**config.mk**
```make
export PLATFORM = sky130hd
export DESIGN_NAME = contract_trace_queue
export DESIGN_NICKNAME = d
export VERILOG_FILES = /design/src/rtl/trace_pkg.sv /design/src/rtl/trace_fifo.sv /design/src/rtl/contract_trace_queue.sv
export SDC_FILE = /design/constraint.sdc
export NUM_CORES = 1
export LEC_CHECK = 0
export BUFFER_PORTS_ARGS = -buffer_cell sky130_fd_sc_hd__buf_2
export CELL_PAD_IN_SITES_DETAIL_PLACEMENT = 2
export CELL_PAD_IN_SITES_GLOBAL_PLACEMENT = 2
export CORE_MARGIN = 2
export CORE_UTILIZATION = 21
export CTS_CLUSTER_DIAMETER = 50
export DETAILED_ROUTE_END_ITERATION = 10
export MAX_ROUTING_LAYER = met4
export PLACE_DENSITY_LB_ADDON = 0.12
export SETUP_SLACK_MARGIN = 0.4
export SKIP_CTS_REPAIR_TIMING = 1
export SLEW_MARGIN = 20
export SYNTH_ARGS = -nofsm -noshare
export SYNTH_HDL_FRONTEND = slang
export SYNTH_SLANG_ARGS = --single-unit
```
**constraint.sdc**
```tcl
create_clock -name clk -period 4 [get_ports clk]
set_clock_uncertainty 0.2 [all_clocks]
set_input_delay 0.6 -clock clk [delete_from_list [all_inputs] [get_ports clk]]
set_output_delay 0.6 -clock clk [all_outputs]
set_load 0.005 [all_outputs]
```
**src/rtl/trace_pkg.sv**
```systemverilog
`default_nettype none
// +------------------------------------------------------------------------+
// | Package     : trace_pkg                                                |
// | Description : Shared types for the contract-trace queue: queue entry,  |
// |               checker state encoding and occupancy-width helpers.      |
// | Revision    : 1.0 - initial release                                    |
// +------------------------------------------------------------------------+
package trace_pkg;

   // Stored address field is fixed-width; the top zero-extends AW into it,
   // so AW up to TRACE_ADDR_W is supported.
   localparam int TRACE_ADDR_W = 64;

   // Default queue depth and the matching occupancy width.
   localparam int TRACE_DEPTH = 8;
   localparam int CNT_W       = $clog2(TRACE_DEPTH + 1);

   // Occupancy counter width for an arbitrary depth (counts 0..depth).
   function automatic int trace_cnt_w(input int depth);
      return $clog2(depth + 1);
   endfunction

   // One contract observation pushed by the ISA pair.
   typedef struct packed {
      logic                    agree;
      logic                    mem_valid;
      logic [TRACE_ADDR_W-1:0] addr;
   } trace_entry_t;

   // Checker state: RUN checks, BROKEN means the contract itself split,
   // LEAK means the implementation diverged under an equal contract.
   typedef enum logic [1:0] {
      RUN    = 2'd0,
      BROKEN = 2'd1,
      LEAK   = 2'd2
   } trace_state_e;

endpackage : trace_pkg
`default_nettype wire

```
**src/rtl/trace_fifo.sv**
```systemverilog
`default_nettype none
// +------------------------------------------------------------------------+
// | Module      : trace_fifo                                               |
// | Description : Synchronous FIFO with registered occupancy, full/empty   |
// |               and no write-to-read bypass. Pushes while full and pops  |
// |               while empty are ignored.                                 |
// | Revision    : 1.0 - initial release                                    |
// +------------------------------------------------------------------------+
module trace_fifo
   import trace_pkg::*;
#(
   parameter int DEPTH = 8,
   parameter int W     = 1
) (
   input  logic                          clk,
   input  logic                          rst,
   input  logic                          i_push,
   input  logic                          i_pop,
   input  logic [W-1:0]                  i_push_data,
   output logic [W-1:0]                  o_pop_data,
   output logic                          o_full,
   output logic                          o_empty,
   output logic [$clog2(DEPTH+1)-1:0]    o_count
);

   localparam int c_PW    = (DEPTH > 1) ? $clog2(DEPTH) : 1;
   localparam int c_CNT_W = trace_cnt_w(DEPTH);

   logic [W-1:0]       r_mem [DEPTH];
   logic [c_PW-1:0]    r_wr_ptr;
   logic [c_PW-1:0]    r_rd_ptr;
   logic [c_CNT_W-1:0] r_count;
   logic               w_push_ok;
   logic               w_pop_ok;

   assign o_full     = (r_count == c_CNT_W'(DEPTH));
   assign o_empty    = (r_count == '0);
   assign o_count    = r_count;
   assign o_pop_data = r_mem[r_rd_ptr];
   assign w_push_ok  = i_push && !o_full;
   assign w_pop_ok   = i_pop && !o_empty;

   // Pointers wrap naturally since DEPTH is a power of two; count tracks occupancy.
   always_ff @(posedge clk) begin
      if (rst) begin
         r_wr_ptr <= '0;
         r_rd_ptr <= '0;
         r_count  <= '0;
      end else begin
         if (w_push_ok) r_wr_ptr <= r_wr_ptr + c_PW'(1);
         if (w_pop_ok)  r_rd_ptr <= r_rd_ptr + c_PW'(1);
         if (w_push_ok && !w_pop_ok)      r_count <= r_count + c_CNT_W'(1);
         else if (w_pop_ok && !w_push_ok) r_count <= r_count - c_CNT_W'(1);
      end
   end

   // Storage array; contents are don't-care until written, so no reset.
   always_ff @(posedge clk) begin
      if (w_push_ok) r_mem[r_wr_ptr] <= i_push_data;
   end

endmodule : trace_fifo
`default_nettype wire

```
**src/rtl/contract_trace_queue.sv**
```systemverilog
`default_nettype none
// +------------------------------------------------------------------------+
// | Module      : contract_trace_queue                                     |
// | Description : Contract-trace bridge for four-copy leakage checking.    |
// |               ISA pair pushes one observation per retirement; the      |
// |               implementation pair pops one per commit and is checked   |
// |               copy-vs-copy. Latched leak verdict, underflow flag and   |
// |               ISA backpressure are all registered.                     |
// |               Optional macro TRACE_ADDR_CHECK_EN: store the ISA dmem   |
// |               address and compare it against implementation copy 1 on  |
// |               every pop of a memory-accessing entry.                   |
// | Revision    : 1.0 - initial release                                    |
// +------------------------------------------------------------------------+
module contract_trace_queue
   import trace_pkg::*;
#(
   parameter int DEPTH = 8,
   parameter int AW    = 32,
   parameter int DW    = 32
) (
   input  logic                       clk,
   input  logic                       rst,
   input  logic                       isa_commit_i,
   input  logic                       isa_mem_valid_i,
   input  logic [AW-1:0]              isa_addr1_i,
   input  logic [AW-1:0]              isa_addr2_i,
   input  logic [DW-1:0]              isa_wdata1_i,
   input  logic [DW-1:0]              isa_wdata2_i,
   output logic                       isa_stall_o,
   input  logic                       impl_commit1_i,
   input  logic                       impl_commit2_i,
   input  logic [AW-1:0]              impl_addr1_i,
   input  logic [AW-1:0]              impl_addr2_i,
   output logic                       contract_eq_o,
   output logic                       leak_o,
   output logic                       underflow_o,
   output logic [$clog2(DEPTH+1)-1:0] count_o
);

   localparam int c_CNT_W = trace_cnt_w(DEPTH);

   trace_state_e       r_state;
   logic               r_stall;
   logic               r_contract_eq;
   logic               r_leak;
   logic               r_underflow;

   logic               w_full;
   logic               w_empty;
   logic [c_CNT_W-1:0] w_count;
   logic [c_CNT_W-1:0] w_count_nxt;
   logic               w_agree;
   logic               w_push;
   logic               w_pop_req;
   logic               w_pop;
   logic               w_underflow_evt;
   logic               w_diverge;
   logic               w_pop_agree;
   logic               w_addr_bad;
   logic               w_bad_push;
   logic               w_leak_evt;

   // ISA copies agree when writeback matches and, for memory ops, addresses match.
   assign w_agree = (isa_wdata1_i == isa_wdata2_i) &&
                    (!isa_mem_valid_i || (isa_addr1_i == isa_addr2_i));

   // Room in the queue is equivalent to !isa_stall_o; LEAK freezes both sides.
   assign w_push          = isa_commit_i && !w_full && (r_state != LEAK);
   assign w_pop_req       = impl_commit1_i && impl_commit2_i;
   assign w_pop           = w_pop_req && !w_empty && (r_state != LEAK);
   assign w_underflow_evt = w_pop_req && w_empty && (r_state != LEAK);
   assign w_diverge       = (impl_commit1_i != impl_commit2_i) ||
                            (impl_addr1_i != impl_addr2_i);

`ifdef TRACE_ADDR_CHECK_EN
   localparam int c_EW = $bits(trace_entry_t);
   trace_entry_t    w_push_entry;
   trace_entry_t    w_pop_entry;
   logic [c_EW-1:0] w_push_data;
   logic [c_EW-1:0] w_pop_data;

   // Full entry: agree bit plus the copy-1 address for functional comparison.
   always_comb begin
      w_push_entry           = '0;
      w_push_entry.agree     = w_agree;
      w_push_entry.mem_valid = isa_mem_valid_i;
      w_push_entry.addr      = TRACE_ADDR_W'(isa_addr1_i);
   end

   assign w_push_data = w_push_entry;
   assign w_pop_entry = trace_entry_t'(w_pop_data);
   assign w_pop_agree = w_pop_entry.agree;
   assign w_addr_bad  = w_pop && w_pop_entry.mem_valid &&
                        (TRACE_ADDR_W'(impl_addr1_i) != w_pop_entry.addr);
`else
   localparam int c_EW = 1;
   logic [c_EW-1:0] w_push_data;
   logic [c_EW-1:0] w_pop_data;

   assign w_push_data = w_agree;
   assign w_pop_agree = w_pop_data[0];
   assign w_addr_bad  = 1'b0;
`endif

   // A pop requires both commits, so the commits already agree on any pop.
   assign w_bad_push = w_push && !w_agree;
   assign w_leak_evt = w_diverge || (w_pop && !w_pop_agree) || w_addr_bad;

   trace_fifo #(
      .DEPTH (DEPTH),
      .W     (c_EW)
   ) u_fifo (
      .clk         (clk),
      .rst         (rst),
      .i_push      (w_push),
      .i_pop       (w_pop),
      .i_push_data (w_push_data),
      .o_pop_data  (w_pop_data),
      .o_full      (w_full),
      .o_empty     (w_empty),
      .o_count     (w_count)
   );

   // Next occupancy, used to register the stall so it rises with count_o.
   always_comb begin
      w_count_nxt = w_count;
      if (w_push && !w_pop)      w_count_nxt = w_count + c_CNT_W'(1);
      else if (w_pop && !w_push) w_count_nxt = w_count - c_CNT_W'(1);
   end

   // Checker FSM with its registered verdict, underflow and stall outputs.
   always_ff @(posedge clk) begin
      if (rst) begin
         r_state       <= RUN;
         r_stall       <= 1'b0;
         r_contract_eq <= 1'b1;
         r_leak        <= 1'b0;
         r_underflow   <= 1'b0;
      end else begin
         case (r_state)
            RUN: begin
               // A split contract covers the whole cycle, so it outranks divergence.
               if (w_bad_push) begin
                  r_state       <= BROKEN;
                  r_contract_eq <= 1'b0;
               end else if (w_leak_evt) begin
                  r_state <= LEAK;
                  r_leak  <= 1'b1;
               end
            end
            default: ;
         endcase
         if (w_underflow_evt) r_underflow <= 1'b1;
         r_stall <= (w_count_nxt == c_CNT_W'(DEPTH)) || (r_state == LEAK) ||
                    ((r_state == RUN) && !w_bad_push && w_leak_evt);
      end
   end

   assign isa_stall_o   = r_stall;
   assign contract_eq_o = r_contract_eq;
   assign leak_o        = r_leak;
   assign underflow_o   = r_underflow;
   assign count_o       = w_count;

endmodule : contract_trace_queue
`default_nettype wire

```
# Yosys cells after proc, flatten, opt, wreduce, memory -nomap -nowiden
# Memories as Yosys holds them, arrays and structs flattened. A register that Yosys moved wholly into a read port is not among the register bits.
# Index checks and enable logic that the tools add are counted.
[word_totals] elab_cells=72 reg_bits=16 in_bits=198 rom_bits=0 mem_count=1 mem_bits_rw=8 latch_bits=0 output_inout_bits=8
[op_classes] shift=0 order_cmp=0 mul=0 eq_ne=8 mux=10 div=0 n_bitwise=1 reduce_logical=40 addsub=4
[mem_list] memory="u_fifo.r_mem" depth=8 word_bits=1 read_ports=1 rd_ports_with_merged_regs=1 write_ports=1 line="trace_fifo.sv:29" text="logic [W-1:0] r_mem [DEPTH];"
[op_table] cell="$eq A32 B32 Y1" count=2
[op_table] cell="$ne A32 B32 Y1" count=1
[op_table] cell="$logic_and A1 B1 Y1" count=18
[op_table] cell="$mux W4" count=4
[op_table] cell="$logic_not A1 Y1" count=10
[op_table] cell="$eq A4 B4 Y1 const B" count=2
[op_table] cell="$add A3 B1 Y3 const B" count=2
[op_table] cell="$mux W3" count=2
[op_table] cell="$logic_or A1 B1 Y1" count=5
[op_table] cell="$add A4 B1 Y4 const B" count=1
[op_table] cell="$logic_not A4 Y1" count=1
[op_table] cell="$mux W2" count=2
[op_table] cell="$reduce_and A2 Y1" count=2
[op_table] cell="$reduce_bool A2 Y1" count=2
[op_table] cell="$sub A4 B1 Y4 const B" count=1
[op_table] cell="$reduce_and A3 Y1" count=1
[op_table] cell="$eq A2 B2 Y1 const B" count=1
[op_table] cell="$logic_not A2 Y1" count=1
[op_table] cell="$mux W1" count=2
[op_table] cell="$ne A2 B2 Y1 const B" count=1
[op_table] cell="$ne A1 B1 Y1" count=1
[op_table] cell="$not A1 Y1" count=1

# Longest topological paths before layout
[logic_depth] word_depth=11 depth_mapped=11 ltp_nobuf=10

# By module
# A second synthesis with hierarchy kept.
[hier_totals] cells_unflattened=258 hier_area_um2=2409.8
[by_module_without_submodules] mod="contract_trace_queue" instances=1 cells_each=174 area_each_um2=1430.1 seq_area_each_um2=120.1
[by_module_without_submodules] mod="trace_fifo" instances=1 cells_each=84 area_each_um2=979.7 seq_area_each_um2=500.5

# Worst setup path after synthesis
# OpenSTA, ideal clock, no wires.
[synth_path] kind="reg2reg" start="register u_fifo.r_count[0], in the netlist u_fifo.o_count[0]" end="register u_fifo.r_count[2], in the netlist u_fifo.o_count[2]" path_slack_ps=1744 setup_time_ps=71 arrival_time_ps=1985 path_stages_with_launch=9 t_required_ps=3729 period_less_slack_ps=2256 n_path_buf=1 path_cell_list="dfxtp_1 buf_2 inv_1 ha_1 nand2b_1 o211ai_4 ha_1 or3_1 a21oi_1"
[synth_between] elab_chain_len=8 elab_cells_between_ends=19 classes_between="add/sub (2); eq/ne (1); mux (2); reduce/logical (14)"
[synth_rtl] item="from (decl)" line="trace_fifo.sv:32" text="logic [c_CNT_W-1:0] r_count;"
[synth_rtl] item="from (signal assigned)" line="trace_fifo.sv:52" text="if (w_push_ok && !w_pop_ok) r_count <= r_count + c_CNT_W'(1);"
[synth_rtl] item="from (signal assigned)" line="trace_fifo.sv:53" text="else if (w_pop_ok && !w_push_ok) r_count <= r_count - c_CNT_W'(1);"
[synth_rtl] item="$eq A4 B4 Y1 / $logic_not A4 Y1 (equally long branches)" line="trace_fifo.sv:36, trace_fifo.sv:37"
[synth_rtl] item="$logic_not A1 Y1, on equally long branches"
[synth_rtl] item="$logic_and A1 B1 Y1, on equally long branches (2 in a row)" line="contract_trace_queue.sv:68, contract_trace_queue.sv:70"
[synth_rtl] item="$logic_and A1 B1 Y1, on equally long branches" line="trace_fifo.sv:40, trace_fifo.sv:41"
[synth_rtl] item="$logic_not A1 Y1, on equally long branches" line="trace_fifo.sv:53, trace_fifo.sv:52"
[synth_rtl] item="$logic_and A1 B1 Y1, on equally long branches" line="trace_fifo.sv:53, trace_fifo.sv:52"
[synth_rtl] item="$reduce_bool A2 Y1 (no line) / $mux W4 (equally long branches)"
# Parallel ways exist; a longest one is shown, timed or not. The select of a mux whose other input is x is not followed.
# A chain may end at the register's enable or synchronous reset.

# Worst setup path after layout
[layout_path] start="register u_fifo.r_count[0], in the netlist u_fifo.o_count[0]" end="register u_fifo.r_count[2], in the netlist u_fifo.o_count[2]"
[layout_between] elab_chain_len=8 elab_cells_between_ends=19 classes_between="add/sub (2); eq/ne (1); mux (2); reduce/logical (14)"
[layout_rtl] item="$eq A4 B4 Y1 *" line="trace_fifo.sv:36" text="assign o_full = (r_count == c_CNT_W'(DEPTH));"
[layout_rtl] item="$logic_not A1 Y1 *" line="trace_fifo.sv:40, contract_trace_queue.sv:68"
[layout_rtl] item="$logic_and A1 B1 Y1 (2 in a row)" line="contract_trace_queue.sv:68" text="assign w_push = isa_commit_i && !w_full && (r_state != LEAK);"
[layout_rtl] item="$logic_and A1 B1 Y1 *" line="trace_fifo.sv:40" text="assign w_push_ok = i_push && !o_full;"
[layout_rtl] item="via u_fifo.w_push_ok" line="trace_fifo.sv:33" text="logic w_push_ok;"
[layout_rtl] item="$logic_not A1 Y1" line="trace_fifo.sv:53"
[layout_rtl] item="$logic_and A1 B1 Y1" line="trace_fifo.sv:53"
[layout_rtl] item="$reduce_bool A2 Y1 (no line)"
# The timed path passes the listed nets; every way through them passes the cells marked *. The select of a mux whose other input is x is not followed.

==> summary.md <==
| Metric | Value |
|---|---|
| Status | complete, no violations |
| Post-Route WL | 8640 um |
| Worst path top cell family by delay | simple AND/OR/NAND/NOR gates |
| Area Overhead vs Synth | 52.1% |
| Period utilisation layout | 0.623 |
| Sequential area share after synthesis | 0.263 |
| Mean post-synth cell area | 9.19 um^2 |
| Setup TNS | 0 ns |
| CP Class | reg2reg |
| Root buffer cell | clkbuf_8 |
| Post-synthesis cell count | 257 |
| CP max FO | 9 |
| Final RePlAce weighted congestion | 0.755 |
| Synthesis Warnings | 0 |
| Max Cap Viol | 0 |
| Final antenna-violating net count | 0 |
| Worst Hold Launch | leak_o |
| Share of layout cells above drive strength 1 | 0.479 |
| R2r endpoint | u_fifo.o_count[2] |
| Placed cell area | 3540 um^2 |
| Req. time, crit path | 4.01 ns |
| FF-to-FF Start | u_fifo.o_count[0] |
| Area of the core | 10,900 um^2 |
| Crit-path max cell delay | 0.51 ns |
| Most frequent cells in the layout | buf_2, xor2_1, nor4_1, nor2_1, dfxtp_1 |
| Die area | 12,100 um^2 |
| Fin nets | 666 |
| R2R Setup Slk | 1.51 ns |
| Critical path origin | u_fifo.o_count[0] |
| Slew Viols, Final | 0 |
| Final hold violation count | 0 |
| #FFs+latches synth | 27 |
| Commonest non-fill, non-tap cell in the layout | buf_2 |
| Reg clk slew, reported paths | 0.10 ns |
| First-pass GRT wire length | 13,100 um |
| Routed len/inst | 14.4 um |
| Number of antenna violations at the first check in global routing | 1 |
| Hold Path Sink | leak_o |
| Largest net degree at the start of global routing | 21 |
| Total CTS buffers | 3 |
| Critical Path AT | 2.50 ns |
| Class of the worst hold path | reg2reg |
| Chip width | 110 um |
| VDD IR-drop max | 0.191 mV |
| Final Util | 0.330 |
| CTS tree | yes |
| Pwr/cell area | 329 nW/um^2 |
| Crit path buffers/inverters | 2 |
| Peak Freq | 0.402 GHz |
| Mapped cell area | 2360 um^2 |
| Initial DRC count | 75 |
| Non-filler cells, final | 602 |
| Rel. slew slack | 0.676 |
| Syn Nets | 461 |
| Crit-path slowest cell | dfxtp_1 |
| Setup crit start kind | flip-flop |
| Crit-path cells | inv_1, ha_1, nand3b_1, nand3_2, inv_2, ha_1, or3_1, a21oi_1 |
| Hold path cells | 2 |
| Filler Cell Count | 1,287 |
| DP HPWL | 7930 um |
| Final Setup Violations | 0 |
| Clk sinks | 27 |
| Most used cell, CP | ha_1 |
| RSZ-0062 raised after global routing | no |
| Vias/cell | 4.43 |
| Clk buf depth | 2 |
| Vias | 2,665 |
| Io pins | 206 |
| GRT overflow | 0 |
| Worst Tran Pin Value | 0.482 ns |
| Placed Cells incl. Taps | 597 |
| Die Y | 110 um |
| Worst Reg-to-Reg Cells | 8 |
| Yosys cell types | 42 |
| Static leakage | 1.73 nW |
| DRC | 0 |
| Number of global-route vias before repair | 2,942 |
| Fin crit period | 2.49 ns |
| Initial Utilization | 0.217 |
| Clk_lat worst skew | 0.27 ns |
| IO buf count | 205 |
| Total Routing Usage GR | 0.140 |
| Final instance area | 3590 um^2 |
| H-tree levels | 1 |
| Row cnt | 38 |
| First-pass DRT Iterations | 4 |
| Capturing element type of the critical path | flip-flop |
| Total power | 1.18 mW |
==> per-stage QoR <==
step | setup slack (ns) | hold WS (ns)
after floorplan | 1.74 | 0.249
after global placement | 1.57 | 0.246
after detailed placement | 1.50 | 0.264
after CTS | 1.48 | 0.284
after global routing | 1.25 | 0.300
final | 1.51 | 0.273
==> where the power goes <==
group | switching, mW | internal [mW]
combinational | 0.299 | 0.293
clock | 0.0904 | 0.0707
sequential | 0.0834 | 0.343
total | 0.473 | 0.708
==> final cells by class <==
class	instances	area, um^2	area share
antenna	1	2.50	0.000697
clock buffer	3	41.3	0.0115
clock inverter	1	7.51	0.00209
inverter	5	18.8	0.00522
multi-input combinational	220	1700	0.473
sequential	27	621	0.173
tap	140	175	0.0488
timing repair buffer	205	1030	0.286
==> worst min-delay path, delay by kind of cell, from the launching register on <==
| family | cells | cell delay (ns) |
|---|---|---|
| AO/OA/AOI/OAI | 1 | 0.05 |
| buffers and inverters | 1 | 0.05 |
| flip-flops | 1 | 0.33 |
==> how the worst max path moves through the flow <==
| stage | to | slack [ns] | cells after the start |
|---|---|---|---|
| after floorplan | u_fifo.o_count[2] | 1.74 | 8 |
| after global placement | leak_o | 1.57 | 6 |
| after detailed placement | u_fifo.o_count[2] | 1.50 | 8 |
| after CTS | u_fifo.o_count[2] | 1.48 | 8 |
| after global routing | u_fifo.o_count[3] | 1.25 | 10 |
| final | u_fifo.o_count[2] | 1.51 | 8 |
==> synth_stat cells, drive strengths merged <==
cell | number | share of area
a211oi | 1 | 0.0032
a21oi | 6 | 0.013
a31o | 1 | 0.0037
a31oi | 2 | 0.0053
a32oi | 1 | 0.0037
and2 | 1 | 0.0026
buf | 2 | 0.0042
clkbuf | 3 | 0.0053
dfxtp | 19 | 0.16
edfxtp | 8 | 0.10
ha | 6 | 0.032
inv | 5 | 0.0079
mux2i | 2 | 0.0085
mux4 | 2 | 0.019
nand2 | 7 | 0.011
nand2b | 7 | 0.020
nand3 | 4 | 0.011
nand3b | 1 | 0.0032
nand4 | 6 | 0.016
nor2 | 19 | 0.030
nor2b | 1 | 0.0026
nor3 | 7 | 0.015
nor3b | 2 | 0.0085
nor4 | 26 | 0.072
o211ai | 1 | 0.0090
o21ai | 2 | 0.0042
o22a | 2 | 0.0074
o22ai | 1 | 0.0026
o311ai | 1 | 0.0069
o31ai | 1 | 0.0032
o32ai | 2 | 0.0074
o41ai | 1 | 0.0069
or2 | 1 | 0.0026
or3 | 2 | 0.0053
xnor2 | 3 | 0.011
xor2 | 101 | 0.37
==> per-layer routing <==
layer  part of all wire  GRT usage
met4             0.0024     0.0190
met3              0.093     0.0364
met5                  0          -
met2               0.54      0.270
met1               0.36      0.146
==> kinds of logic (layout without fill, tap and decap cells) <==
family / after synthesis / count (layout) / synth area share
DFF: 27 / 27 / 0.263
other: 0 / 1 / 0
AOI/OAI and AO/OA: 22 / 22 / 0.0763
xor gates and xnor gates: 104 / 104 / 0.386
buffers and inverters: 10 / 214 / 0.0175
muxes: 4 / 4 / 0.0275
adders and majority gates: 6 / 6 / 0.0318
and+or+nand+nor: 84 / 84 / 0.199
Note: power is estimated with default switching activity, not from simulation.
